File: src/rtl/rf_wb_arbiter_pkg.sv
// Shared constants for the register-bank writeback arbiter.
// Requester indices, default widths and the hard-wired zero register address.
package rf_wb_arbiter_pkg;

    localparam int unsigned WB_AW   = 5;
    localparam int unsigned WB_DW   = 32;
    localparam int unsigned X0_ADDR = 0;

    typedef enum logic [1:0] {
        WB_SRC_ALU  = 2'd0,
        WB_SRC_LOAD = 2'd1,
        WB_SRC_JAL  = 2'd2
    } wb_src_e;

endpackage

File: src/rtl/rf_wb_arbiter_if.sv
// Writeback bus: requester valid/ready handshake plus the register-bank write port.
// The arbiter uses the slave modport; the surrounding pipeline uses master.
interface rf_wb_arbiter_if
    import rf_wb_arbiter_pkg::*;
#(
    parameter int unsigned NREQ = 3,
    parameter int unsigned AW   = WB_AW,
    parameter int unsigned DW   = WB_DW
) ();

    logic                 flush_i;
    logic [NREQ-1:0]      req_valid_i;
    logic [NREQ*AW-1:0]   req_addr_i;
    logic [NREQ*DW-1:0]   req_data_i;
    logic [NREQ-1:0]      req_ready_o;
    logic                 rf_busy_i;
    logic                 rf_we_o;
    logic [AW-1:0]        rf_waddr_o;
    logic [DW-1:0]        rf_wdata_o;
    logic [1:0]           rf_wsrc_o;
    logic [31:0]          pend_mask_o;

    modport slave (
        input  flush_i, req_valid_i, req_addr_i, req_data_i, rf_busy_i,
        output req_ready_o, rf_we_o, rf_waddr_o, rf_wdata_o, rf_wsrc_o, pend_mask_o
    );

    modport master (
        output flush_i, req_valid_i, req_addr_i, req_data_i, rf_busy_i,
        input  req_ready_o, rf_we_o, rf_waddr_o, rf_wdata_o, rf_wsrc_o, pend_mask_o
    );

endinterface

File: src/rtl/rf_wb_arbiter_rr_arbiter.sv
// Combinational round-robin grant: first asserted request at or after ptr_i,
// wrapping modulo NREQ; no grant at all when en_i is low.
module rr_arbiter #(
    parameter int unsigned NREQ = 3
) (
    input  logic [NREQ-1:0] req_i,
    input  logic [1:0]      ptr_i,
    input  logic            en_i,
    output logic [NREQ-1:0] gnt_o,
    output logic [1:0]      gnt_idx_o,
    output logic            gnt_vld_o
);

    logic [1:0] idx;

    always_comb begin
        gnt_o     = '0;
        gnt_idx_o = '0;
        gnt_vld_o = 1'b0;
        idx       = '0;
        for (int unsigned k = 0; k < NREQ; k++) begin
            idx = 2'((32'(ptr_i) + k) % NREQ);
            if (en_i && !gnt_vld_o && req_i[idx]) begin
                gnt_o[idx] = 1'b1;
                gnt_idx_o  = idx;
                gnt_vld_o  = 1'b1;
            end
        end
    end

endmodule

File: src/rtl/rf_wb_arbiter.sv
// Round-robin writeback arbiter feeding a single registered output stage that
// drives the register-bank write port and a pending-destination mask.
module rf_wb_arbiter
    import rf_wb_arbiter_pkg::*;
#(
    parameter int unsigned NREQ = 3,
    parameter int unsigned AW   = WB_AW,
    parameter int unsigned DW   = WB_DW
) (
    input  logic              clk_i,
    input  logic              rst_i,
    rf_wb_arbiter_if.slave    bus
);

    logic          os_vld_d,  os_vld_q;
    logic [AW-1:0] os_addr_d, os_addr_q;
    logic [DW-1:0] os_data_d, os_data_q;
    logic [1:0]    os_src_d,  os_src_q;
    logic [1:0]    ptr_d,     ptr_q;

    logic            can_accept;
    logic            arb_en;
    logic [NREQ-1:0] gnt;
    logic [1:0]      gnt_idx;
    logic            gnt_vld;
    logic [AW-1:0]   sel_addr;
    logic [DW-1:0]   sel_data;

    assign can_accept = !os_vld_q || !bus.rf_busy_i;
    // Reset also masks grants so ready reads zero while rst_i is held.
    assign arb_en     = can_accept && !bus.flush_i && !rst_i;

    rr_arbiter #(.NREQ(NREQ)) u_rr_arbiter (
        .req_i     (bus.req_valid_i),
        .ptr_i     (ptr_q),
        .en_i      (arb_en),
        .gnt_o     (gnt),
        .gnt_idx_o (gnt_idx),
        .gnt_vld_o (gnt_vld)
    );

    assign sel_addr = bus.req_addr_i[32'(gnt_idx)*AW +: AW];
    assign sel_data = bus.req_data_i[32'(gnt_idx)*DW +: DW];

    always_comb begin
        os_vld_d  = os_vld_q;
        os_addr_d = os_addr_q;
        os_data_d = os_data_q;
        os_src_d  = os_src_q;
        ptr_d     = ptr_q;
        if (os_vld_q && !bus.rf_busy_i) begin
            os_vld_d = 1'b0;
        end
        if (bus.flush_i) begin
            os_vld_d = 1'b0;
        end
        if (gnt_vld) begin
            ptr_d = (32'(gnt_idx) == NREQ - 1) ? 2'd0 : gnt_idx + 2'd1;
            // x0 writes are consumed but never occupy the output stage.
            if (sel_addr != AW'(X0_ADDR)) begin
                os_vld_d  = 1'b1;
                os_addr_d = sel_addr;
                os_data_d = sel_data;
                os_src_d  = gnt_idx;
            end
        end
    end

    always_ff @(posedge clk_i or posedge rst_i) begin
        if (rst_i) begin
            os_vld_q  <= 1'b0;
            os_addr_q <= '0;
            os_data_q <= '0;
            os_src_q  <= WB_SRC_ALU;
            ptr_q     <= '0;
        end else begin
            os_vld_q  <= os_vld_d;
            os_addr_q <= os_addr_d;
            os_data_q <= os_data_d;
            os_src_q  <= os_src_d;
            ptr_q     <= ptr_d;
        end
    end

    assign bus.req_ready_o = gnt;
    assign bus.rf_we_o     = os_vld_q;
    assign bus.rf_waddr_o  = os_addr_q;
    assign bus.rf_wdata_o  = os_data_q;
    assign bus.rf_wsrc_o   = os_src_q;
    assign bus.pend_mask_o = os_vld_q ? (32'd1 << os_addr_q) : '0;

endmodule

File: src/flat_wrapper.sv
// flat-port wrapper written by rule: the top's interface ports become plain ports
module rf_wb_arbiter_flat import rf_wb_arbiter_pkg::*;
#(
    parameter int unsigned NREQ = 3,
    parameter int unsigned AW   = WB_AW,
    parameter int unsigned DW   = WB_DW
)
  (clk_i, rst_i, bus_flush_i, bus_req_valid_i, bus_req_addr_i, bus_req_data_i, bus_rf_busy_i, bus_req_ready_o, bus_rf_we_o, bus_rf_waddr_o, bus_rf_wdata_o, bus_rf_wsrc_o, bus_pend_mask_o);
  rf_wb_arbiter_if #(.NREQ(NREQ), .AW(AW), .DW(DW)) bus_i ();
  input  logic clk_i;
  input  logic rst_i;
  input wire logic [$bits(bus_i.flush_i)-1:0] bus_flush_i;
  input wire logic [$bits(bus_i.req_valid_i)-1:0] bus_req_valid_i;
  input wire logic [$bits(bus_i.req_addr_i)-1:0] bus_req_addr_i;
  input wire logic [$bits(bus_i.req_data_i)-1:0] bus_req_data_i;
  input wire logic [$bits(bus_i.rf_busy_i)-1:0] bus_rf_busy_i;
  output wire logic [$bits(bus_i.req_ready_o)-1:0] bus_req_ready_o;
  output wire logic [$bits(bus_i.rf_we_o)-1:0] bus_rf_we_o;
  output wire logic [$bits(bus_i.rf_waddr_o)-1:0] bus_rf_waddr_o;
  output wire logic [$bits(bus_i.rf_wdata_o)-1:0] bus_rf_wdata_o;
  output wire logic [$bits(bus_i.rf_wsrc_o)-1:0] bus_rf_wsrc_o;
  output wire logic [$bits(bus_i.pend_mask_o)-1:0] bus_pend_mask_o;
  assign bus_i.flush_i = bus_flush_i;
  assign bus_i.req_valid_i = bus_req_valid_i;
  assign bus_i.req_addr_i = bus_req_addr_i;
  assign bus_i.req_data_i = bus_req_data_i;
  assign bus_i.rf_busy_i = bus_rf_busy_i;
  assign bus_req_ready_o = bus_i.req_ready_o;
  assign bus_rf_we_o = bus_i.rf_we_o;
  assign bus_rf_waddr_o = bus_i.rf_waddr_o;
  assign bus_rf_wdata_o = bus_i.rf_wdata_o;
  assign bus_rf_wsrc_o = bus_i.rf_wsrc_o;
  assign bus_pend_mask_o = bus_i.pend_mask_o;
  rf_wb_arbiter #(.NREQ(NREQ), .AW(AW), .DW(DW)) u_core (.clk_i(clk_i), .rst_i(rst_i), .bus(bus_i));
endmodule
File: config.mk
export PLATFORM = sky130hd
export DESIGN_NAME = rf_wb_arbiter_flat
export DESIGN_NICKNAME = d
export VERILOG_FILES = /design/src/rtl/rf_wb_arbiter_pkg.sv /design/src/rtl/rf_wb_arbiter_if.sv /design/src/rtl/rf_wb_arbiter_rr_arbiter.sv /design/src/rtl/rf_wb_arbiter.sv /design/src/flat_wrapper.sv
export SDC_FILE = /design/constraint.sdc
export NUM_CORES = 1
export LEC_CHECK = 0
export CAP_MARGIN = 15
export CORE_UTILIZATION = 41
export CTS_BUF_LIST = sky130_fd_sc_hd__clkbuf_8
export DETAILED_ROUTE_END_ITERATION = 10
export GPL_TIMING_DRIVEN = 0
export PLACE_DENSITY = 0.94
export SETUP_SLACK_MARGIN = 0.2
export SLEW_MARGIN = 20
export SYNTH_ARGS = -nofsm -noshare
export SYNTH_HDL_FRONTEND = slang
export SYNTH_SLANG_ARGS = --single-unit
File: constraint.sdc
create_clock -name clk_i -period 4.8 [get_ports clk_i]
set_input_delay 1.44 -clock clk_i [delete_from_list [all_inputs] [get_ports clk_i]]
set_output_delay 1.44 -clock clk_i [all_outputs]
set_load 0.01 [all_outputs]
==> results by group <==
Final layout
  – Area grow syn2layout: 72.69%
  – NumNets Final: 666
  – Most frequent cells in the layout: 188 x clkdlybuf4s50_1, 55 x nand2_1, 42 x o21ai_0, 42 x dfrtp_1, 39 x mux2i_1
  – Share of layout cells above drive strength 1: 11.40%
  – Most common cell after layout, fill and taps aside: clkdlybuf4s50_1
  – # diodes: 0

Floorplanning
  – Starting density of the core: 42.16%
  – Core area: 0.007214 mm2
  – Die area: 0.007767 mm2
  – Rows: 31
  – I/O pins: 193
  – Chip height: 88.13 um
  – Die X: 88.13 um

Clocking
  – Clk buf depth: 2
  – H-tree levels: 2
  – CTS Hold Bufs: 0
  – CTS tree: built
  – Clk slew on worst S/H paths: 0.08 ns
  – Root Buffer: clkbuf_8
  – Clk sink count: 42
  – CTS buffer count: 5
  – Clk_lat worst skew: 0.30 ns

Worst setup path
  – CP startpoint kind: input port
  – R2R depth: 11
  – Critical Path End Type: primary output
  – Worst R2R Setup Slack: 1.74 ns
  – Crit-path cells: clkdlybuf4s50_1 > nand2b_1 > and2_4 > o21ai_2 > a22oi_1 > a211oi_2 > clkdlybuf4s15_1
  – Max stage delay on crit path: 0.50 ns
  – Critical Path Fanout Max: 4
  – Arrival time at the worst endpoint: 3.05 ns
  – CP startpoint: bus_req_valid_i[0]
  – Crit path buf inv count: 2
  – Crit-path leading delay family: buffers and inverters
  – Critical R2R Capture: u_core.bus.rf_waddr_o[1]$_DFFE_PP0P_
  – Origin of the critical flop-to-flop path: u_core.ptr_q[0]$_DFFE_PP0P_
  – Critical path data required time: 3.36 ns
  – Kind of critical path: input port to primary output
  – Slowest CP cell: clkdlybuf4s50_1

Synthesis
  – Syn Nets: 465
  – Mapped Cells: 343
  – Synth top area share: 34.55%
  – Synth Cell Area: 0.003042 mm2
  – Top cells by area, synth: dfrtp_1 35%, mux2i_1 13%, mux2_2 7.4%
  – Predominant post-synthesis flop cell: dfrtp_1
  – Post-synthesis sequential area ratio: 34.55%
  – Post-synth top area cell: dfrtp_1
  – EDFF count, synth: 0
  – Cell variety after synth: 42
  – Synth async-reset ratio: 100.0%
  – Syn_area_per_cell: 8.868 um2
  – Ys Warns: 0
  – Synth Register Bits: 42

Detailed routing
  – Drt first pass iters: 4
  – Met2 routed WL: 5626 um
  – Final WL: 10,660 um
  – DRT iter0 DRCs: 120
  – Met3 wire len: 973 um
  – Routed WL per cell: 16.58 um
  – Number of vias per cell: 5.295
  – DRC Markers: 0
  – Antenna viol nets, final: 0
  – M1 WL: 3859 um
  – Top routing layer in use: met4
  – Routed vias: 3,405

Global routing
  – All-layer global routing usage: 27.13%
  – Vias in the first global route: 3,265
  – Grt ovf: 0
  – Largest net degree at the start of global routing: 27
  – Initial antenna violation count: 0
  – First-pass GRT wire length: 15,970 um

Placed design
  – Placement Setup Slack: -0.1085 ns
  – IO buf count: 192
  – GPL Wtd Cong: 0.8756
  – Post-DP HPWL: 8703 um

Power and ir drop
  – Leak: 2.233 nW
  – PwrDens: 448.8 mW/mm2
  – Worst IR drop on VDD: 0.0002880 V

Timing
  – Worst Slack Setup Final: 0.3136 ns
  – Final Hold Viols: 0
  – Final setup violation count: 0
  – Worst Hold Margin: 0.4970 ns
  – Clk_skew: 0.006933 ns
  – Unrepaired setup endpoints after global routing: no
  – Crit path time final: 4.486 ns
  – Achievable frequency: 222.9 MHz
  – Fin crit share: 93.47%
  – Worst-Margin Slew: 0.5553 ns
  – Fin Setup TNS: 0 ns
  – Fin. max-slew vios: 0
  – Relative slew slack: 62.98%

Hold path
  – Hold path startpoint: u_core.bus.rf_wdata_o[16]$_DFFE_PP0P_
  – Worst Hold Endpoint: u_core.bus.rf_wdata_o[16]$_DFFE_PP0P_
  – Min-Delay Path Class: register to register
  – Min-Delay Path Depth: 1

Status
  – Status: complete, no violations

Flow run
  – MaxCap Viol Count: 0
==> flip-flops by register name, indices dropped and copies added (netlist names) <==
signal and flops:
u_core.bus.rf_wdata_o 32, u_core.bus.rf_waddr_o 5, u_core.bus.rf_wsrc_o 2, u_core.ptr_q 2, u_core.bus.rf_we_o 1
==> synth_stat cells (2+ instances only) <==
| cell | instances |
|---|---|
| a21oi_1 | 7 |
| a31oi_1 | 2 |
| and2_1 | 2 |
| buf_2 | 7 |
| buf_4 | 2 |
| buf_6 | 2 |
| clkbuf_1 | 11 |
| dfrtp_1 | 42 |
| ha_1 | 4 |
| inv_1 | 10 |
| mux2_1 | 5 |
| mux2_2 | 20 |
| mux2_4 | 10 |
| mux2i_1 | 39 |
| nand2_1 | 55 |
| nand2b_1 | 3 |
| nand3_1 | 2 |
| nand3b_1 | 3 |
| nand4b_1 | 2 |
| nor2_1 | 29 |
| nor2b_1 | 6 |
| nor3_1 | 9 |
| nor4_1 | 5 |
| o21ai_0 | 43 |
| o21ai_2 | 2 |
| o21bai_1 | 2 |
| o2bb2ai_1 | 3 |
| or3_1 | 2 |
==> final cells by class <==
class,count,area [um2]
multi-input combinational,269,1864
clock inverter,1,30.03
clock buffer,6,82.58
sequential,42,1051
inverter,10,37.54
tap,99,123.9
buffer,22,113.9
fill,542,1962
timing repair buffer,194,1949
==> how the worst max path moves through the flow <==
stage	to	slack, ns	cells past startpoint
floorplan	bus_req_ready_o[0]	0.98	6
global placement	bus_req_ready_o[0]	-0.15	8
detailed placement	bus_req_ready_o[0]	-0.11	8
CTS	bus_req_ready_o[0]	0.18	8
global route	bus_req_ready_o[0]	0.21	8
finish	bus_req_ready_o[0]	0.31	7
==> cells by family after synthesis <==
kind of cell	after synthesis	synth area share, %
AOI/OAI and AO/OA	69	13.66
adders and majority gates	4	1.645
buffers and inverters	32	4.977
DFF	42	34.55
muxes	74	27.03
and+or+nand+nor	122	18.14
==> power breakdown <==
| part | internal, mW | switching, mW | leakage [nW] | total (mW) |
|---|---|---|---|---|
| combinational | 0.756 | 0.664 | 1.67 | 1.42 |
| sequential | 0.529 | 0.110 | 0.504 | 0.639 |
| clock | 0.167 | 0.132 | 0.0573 | 0.299 |
| total | 1.45 | 0.906 | 2.23 | 2.36 |
==> metal layers <==
layer | up-vias | track usage [%]
met3 | 17 | 8.954
met4 | 0 | 6.745
li1 | 1612 | -
met1 | 1608 | 28.89
met2 | 168 | 51.37
met5 | - | 0
==> stage by stage <==
step	cells	util, %	total power, mW	cell area (um2)
6_report	643	72.81	2.357	5253
5_1_grt	643	72.81	2.503	5253
3_5_place_dp	635	70.79	2.032	5107
3_3_place_gp	634	70.52	1.987	5087
4_1_cts	642	72.39	2.339	5223
2_1_floorplan	343	-	1.377	3042
==> repair_timing <==
item / 4_1_cts / 5_1_grt
pin swaps: 0 / 0
endpoints found under the hold margin: 0 / 0
buffers inserted: 0 / 1
setup endpoints to repair: 3 / 2
gates resized for setup: 5 / 8
Power figures use the tool's default switching activity.
